### src/rtl/mul_pkg.sv
// Shared multiplier types: operand width, Booth digit format and recoder FSM states.
// Digit width and counter sizing are derived from WIDTH here.
package mul_pkg;

  localparam int WIDTH = 32;
  localparam int NDIG  = WIDTH / 4;
  // Room for NDIG+1 digits in the unsigned build without the counter wrapping.
  localparam int CNT_W = $clog2(NDIG + 2);

  typedef struct packed {
    logic       sign;
    logic [3:0] mag;
  } booth_digit_t;

  typedef enum logic {
    IDLE = 1'b0,
    RUN  = 1'b1
  } bdg_state_t;

endpackage

### src/rtl/booth16_enc.sv
// Radix-16 Booth encoder: 5-bit group {b3,b2,b1,b0,prev} -> signed digit in -8..+8.
// Purely combinational, so the PP selector can reuse it for checking.
module booth16_enc
  import mul_pkg::*;
(
  input  logic [4:0]   i_group,
  output booth_digit_t o_digit
);

  logic signed [4:0] w_val;
  logic        [4:0] w_abs;

  always_comb begin
    // NOTE: every always_comb output gets a default first so no path leaves it unassigned (no latch).
    w_val   = '0;
    w_abs   = '0;
    o_digit = '0;
    // Sign-extend the nibble and add the previous group's top bit.
    w_val   = $signed({i_group[4], i_group[4:1]}) + $signed({4'b0000, i_group[0]});
    w_abs   = w_val[4] ? 5'(-w_val) : w_val;
    o_digit.sign = w_val[4];
    o_digit.mag  = w_abs[3:0];
  end

endmodule

### src/rtl/booth_digit_gen.sv
// Sequential radix-16 Booth recoder: loads the multiplier, then emits one digit per accept, LSB first.
// Define BOOTH_UNSIGNED_EN to add is_signed; unsigned operands get one extra final digit.
module booth_digit_gen
  import mul_pkg::*;
#(
  parameter int WIDTH = mul_pkg::WIDTH,
  parameter int NDIG  = WIDTH / 4
) (
  input  logic             clk,
  input  logic             rst_n,
  input  logic             start,
`ifdef BOOTH_UNSIGNED_EN
  input  logic             is_signed,
`endif
  input  logic [WIDTH-1:0] din,
  output logic             busy,
  output logic             dig_valid,
  input  logic             dig_ready,
  output logic             dig_sign,
  output logic [3:0]       dig_mag,
  output logic             dig_last,
  output logic             done
);

  localparam int CW = $clog2(NDIG + 2);

  bdg_state_t       r_state;
  logic [WIDTH-1:0] r_sr;
  logic             r_prev;
  logic [CW-1:0]    r_cnt;
  logic             r_done;
  logic             r_ext;

  booth_digit_t     w_digit;
  logic             w_run;
  logic             w_accept;
  logic             w_last;
  logic             w_fill;
  logic             w_load_ext;
  logic [CW-1:0]    w_last_idx;

  booth16_enc u_enc (
    .i_group (({r_sr[3:0], r_prev})),
    .o_digit (w_digit)
  );

`ifdef BOOTH_UNSIGNED_EN
  // Unsigned operands shift in zeros, so the extra digit sees group 0000 plus prev.
  assign w_load_ext = ~is_signed;
  assign w_fill     = r_sr[WIDTH-1] & ~r_ext;
`else
  assign w_load_ext = 1'b0;
  assign w_fill     = r_sr[WIDTH-1];
`endif

  assign w_run      = (r_state == RUN);
  assign w_last_idx = CW'(NDIG - 1) + CW'(r_ext);
  assign w_last     = w_run && (r_cnt == w_last_idx);
  assign w_accept   = w_run && dig_ready;

  assign busy      = w_run;
  assign dig_valid = w_run;
  assign dig_sign  = w_run & w_digit.sign;
  assign dig_mag   = w_run ? w_digit.mag : 4'd0;
  assign dig_last  = w_last;
  assign done      = r_done;

  // NOTE: sequential state uses non-blocking assignments so all registers update from pre-edge values.
  always_ff @(posedge clk or negedge rst_n) begin
    if (!rst_n) begin
      r_state <= IDLE;
      r_sr    <= '0;
      r_prev  <= 1'b0;
      r_cnt   <= '0;
      r_done  <= 1'b0;
      r_ext   <= 1'b0;
    end else begin
      r_done <= 1'b0;
      case (r_state)
        IDLE: begin
          if (start) begin
            r_sr    <= din;
            r_prev  <= 1'b0;
            r_cnt   <= '0;
            r_ext   <= w_load_ext;
            r_state <= RUN;
          end
        end
        RUN: begin
          if (w_accept) begin
            r_prev <= r_sr[3];
            r_sr   <= {{4{w_fill}}, r_sr[WIDTH-1:4]};
            r_cnt  <= r_cnt + CW'(1);
            if (w_last) begin
              r_state <= IDLE;
              r_done  <= 1'b1;
            end
          end
        end
        default: r_state <= IDLE;
      endcase
    end
  end

endmodule
### config.mk
export PLATFORM = sky130hd
export DESIGN_NAME = booth_digit_gen
export DESIGN_NICKNAME = d
export VERILOG_FILES = /design/src/rtl/mul_pkg.sv /design/src/rtl/booth16_enc.sv /design/src/rtl/booth_digit_gen.sv
export SDC_FILE = /design/constraint.sdc
export NUM_CORES = 1
export LEC_CHECK = 0
export CORE_ASPECT_RATIO = 0.5
export CORE_MARGIN = 2
export CORE_UTILIZATION = 56
export CTS_BUF_LIST = sky130_fd_sc_hd__clkbuf_2
export DETAILED_ROUTE_END_ITERATION = 10
export PLACE_DENSITY = 0.87
export SYNTH_ARGS = -nofsm -noshare
export SYNTH_HDL_FRONTEND = slang
export SYNTH_HIERARCHICAL = 1
export SYNTH_SLANG_ARGS = --single-unit
### constraint.sdc
create_clock -name clk -period 4.2 [get_ports clk]
set_input_delay 1.26 -clock clk [delete_from_list [all_inputs] [get_ports clk]]
set_output_delay 1.26 -clock clk [all_outputs]
set_load 0.01 [all_outputs]
==> impl_metrics.json <==
{
  "status": "complete, no violations",
  "insertion_delay_ps": 380,
  "synth_xor_area_share_pct": 1.67,
  "hp-start": "r_sr[23]",
  "p_leak_nw": 1.26,
  "power_density_nw_per_um2": 627,
  "fin_ws_ps": 184,
  "via_per_inst": 5.20,
  "place.gp.congestion": 0.751,
  "drv_slew": 0,
  "grt_pass1_vias": 1401,
  "finalCritPeriodShare_pct": 95.6,
  "synth_warnings": 6,
  "synth_mux_area_share_pct": 17.5,
  "multiInputGateArea_sq_um": 968,
  "syn_to_final_growth_pct": 20.1,
  "critPathKind": "reg2out",
  "cts.clk_slew.worst_paths_ps": 180,
  "die_w_um": 90.4,
  "wl_um": 3870,
  "cts_tree": "yes",
  "cp.arrival_ps": 2760,
  "timing.setup.tns_ps": 0,
  "synth_top_family_by_area": "multiplexers",
  "fillCellCount": 278,
  "track_usage_pct": 20.1,
  "register_area_sq_um": 977,
  "synthTopCellsByArea": "dfrtp_1 47%, mux2i_1 15%, nand2_1 6.1%",
  "worstMarginPinSlew_ps": 834,
  "ys_seq_elements": 39,
  "design_area_sq_um": 2510,
  "synth-edff-count": 0,
  "place_ws_ps": 601,
  "postPlaceCellArea_sq_um": 2470,
  "regToRegEndpoint": "r_sr[0]",
  "hp-class": "reg2reg",
  "grt_max_degree": 40,
  "rows": 15,
  "synth_nets": 230,
  "num_io_pins": 45,
  "synth_area_leader_cell": "dfrtp_1",
  "startpoint": "r_prev",
  "synth_compound_area_share_pct": 13.3,
  "fin_skew_ps": 7.89,
  "avgSynthCellArea_sq_um": 11.0,
  "rsz0062_at_grt": "no",
  "drt-initial-drc-count": 81,
  "min_period_ps": 4020,
  "reg2regPathDepth": 5,
  "finalSetupViolations": 0,
  "hold_violations": 0,
  "async_flop_share_pct": 100,
  "vias": 1473,
  "synth.distinct_cells": 33,
  "max_freq_ghz": 0.249,
  "route.antenna.remaining_nets": 0,
  "htreeDepth": 2,
  "hold-path-cell-count": 2,
  "grt_overflow": 0,
  "route.detailed.drc": 0,
  "cts.path.max_buffers": 2,
  "yosysTopAreaCellShare_pct": 46.7,
  "layout.nets": 271,
  "hold_ws_ps": 504,
  "end_kind": "output pin",
  "vdd_ir_drop_max_mv": 0.286,
  "synthAdderAreaFrac_pct": 2.39,
  "holdPathEnd": "r_sr[23]",
  "start_util_pct": 59.6,
  "postCtsHoldBufs": 0,
  "cts.sink_count": 39,
  "cts_setup_buffers": 0,
  "chipHeight_um": 47.2,
  "worstPathMaxFanout": 3,
  "drv_cap": 0,
  "syn-instance-count": 190,
  "grt_pass1_wl_um": 6470,
  "diodes": 0,
  "worstReg2RegStart": "busy",
  "reg2reg_slack_ps": 2180,
  "cts_root_buf": "clkbuf_2",
  "yosys.area_share.simple_pct": 11.4,
  "cp.required_ps": 2940,
  "layout-drive-gt1-share_pct": 12.1,
  "core_sq_um": 3510,
  "ys_seq_area_share_pct": 46.7,
  "firstDrtPassIters": 4,
  "ys.flop_type": "dfrtp_1",
  "die_area_sq_um": 4270,
  "netlist_area_sq_um": 2090,
  "dp_hpwl_um": 2880,
  "cts_made_buffers": 5,
  "antenna_found_initial": 0,
  "place.port_buffers": 44,
  "worst_setup_path_start_kind": "register",
  "cts_resized": 0,
  "slew_headroom_pct": 44.4,
  "wl_per_cell_um": 13.7
}
==> flip-flops by register name, indices dropped and copies added (netlist names) <==
register and count:
r_cnt 4, busy 1, r_sr 32, r_prev 1
done 1
==> worst max-delay path: stages (launching register included) <==
cell	delay (ps)
dfrtp_1	440
ha_1	230
ha_1	300
inv_1	80
ha_1	130
and2b_1	200
nor3b_1	210
o21bai_1	130
and2_1	130
clkdlybuf4s50_1	530
==> how the worst max path moves through the flow <==
| stage | end | slack, ps | depth (start not counted) |
|---|---|---|---|
| global placement | dig_mag[2] | 780 | 9 |
| global route | dig_mag[2] | 9 | 9 |
| finish | dig_mag[2] | 180 | 9 |
| CTS | dig_mag[2] | 140 | 9 |
| floorplan | dig_mag[2] | 1280 | 8 |
| detailed placement | dig_mag[2] | 600 | 9 |
==> where the power goes <==
part	leakage (nW)	internal, mW	switching [mW]	total (mW)
Combinational	0.735	0.397	0.337	0.734
Clock	0.0281	0.0401	0.116	0.156
Sequential	0.496	0.547	0.138	0.685
Total	1.26	0.985	0.590	1.57
==> layout by cell type, fill, tap and decap left out, types with 2 or more instances in the layout <==
cell type	instances
clkinv_1	2
o21ai_1	19
xnor2_1	3
mux2_2	3
inv_1	2
clkdlybuf4s50_1	43
nor3b_1	2
buf_4	3
ha_1	4
and2_1	5
nor2_1	2
o21ai_2	11
a22o_1	4
o21ai_0	3
nand2_1	34
dfrtp_1	38
mux2i_1	31
clkbuf_2	6
==> metal layers <==
layer  share of wire [%]  vias up  GRT usage, %
li1                    -      744             -
met1                  44      697          23.4
met2                  52       29          38.5
met3                 3.1        3          4.17
met4                0.62        0          8.62
met5                   0        -             0
==> metrics by stage <==
stage	power [mW]	util, %	cells
2_1_floorplan	1.22	-	190
6_report	1.57	71.6	283
4_1_cts	1.59	71.6	283
3_3_place_gp	1.37	70.5	275
5_1_grt	1.71	71.6	283
3_5_place_dp	1.44	70.5	275
==> layout make-up <==
cell class                 count  area share (%)
timing repair buffer          47            18.2
multi-input combinational    136            38.5
clock inverter                 2           0.299
inverter                       2           0.299
sequential                    39            38.9
tap                           51            2.54
clock buffer                   6            1.20
==> cell usage after synthesis, drive strengths merged, types with 2 or more instances <==
cell type / n
a22o: 4
and2: 6
buf: 13
dfrtp: 39
ha: 4
inv: 2
mux2: 3
mux2i: 32
nand2: 35
nor2: 2
nor3b: 2
o21ai: 33
xnor2: 3
==> cell families (layout without fill, tap and decap cells) <==
family,count (synthesis),in the layout
muxes,35,35
buffers and inverters,15,57
xor gates and xnor gates,4,4
DFF,39,39
adders and majority gates,4,4
and+or+nand+nor,51,51
AOI/OAI and AO/OA,42,42
Note: power is estimated with default switching activity, not from simulation.
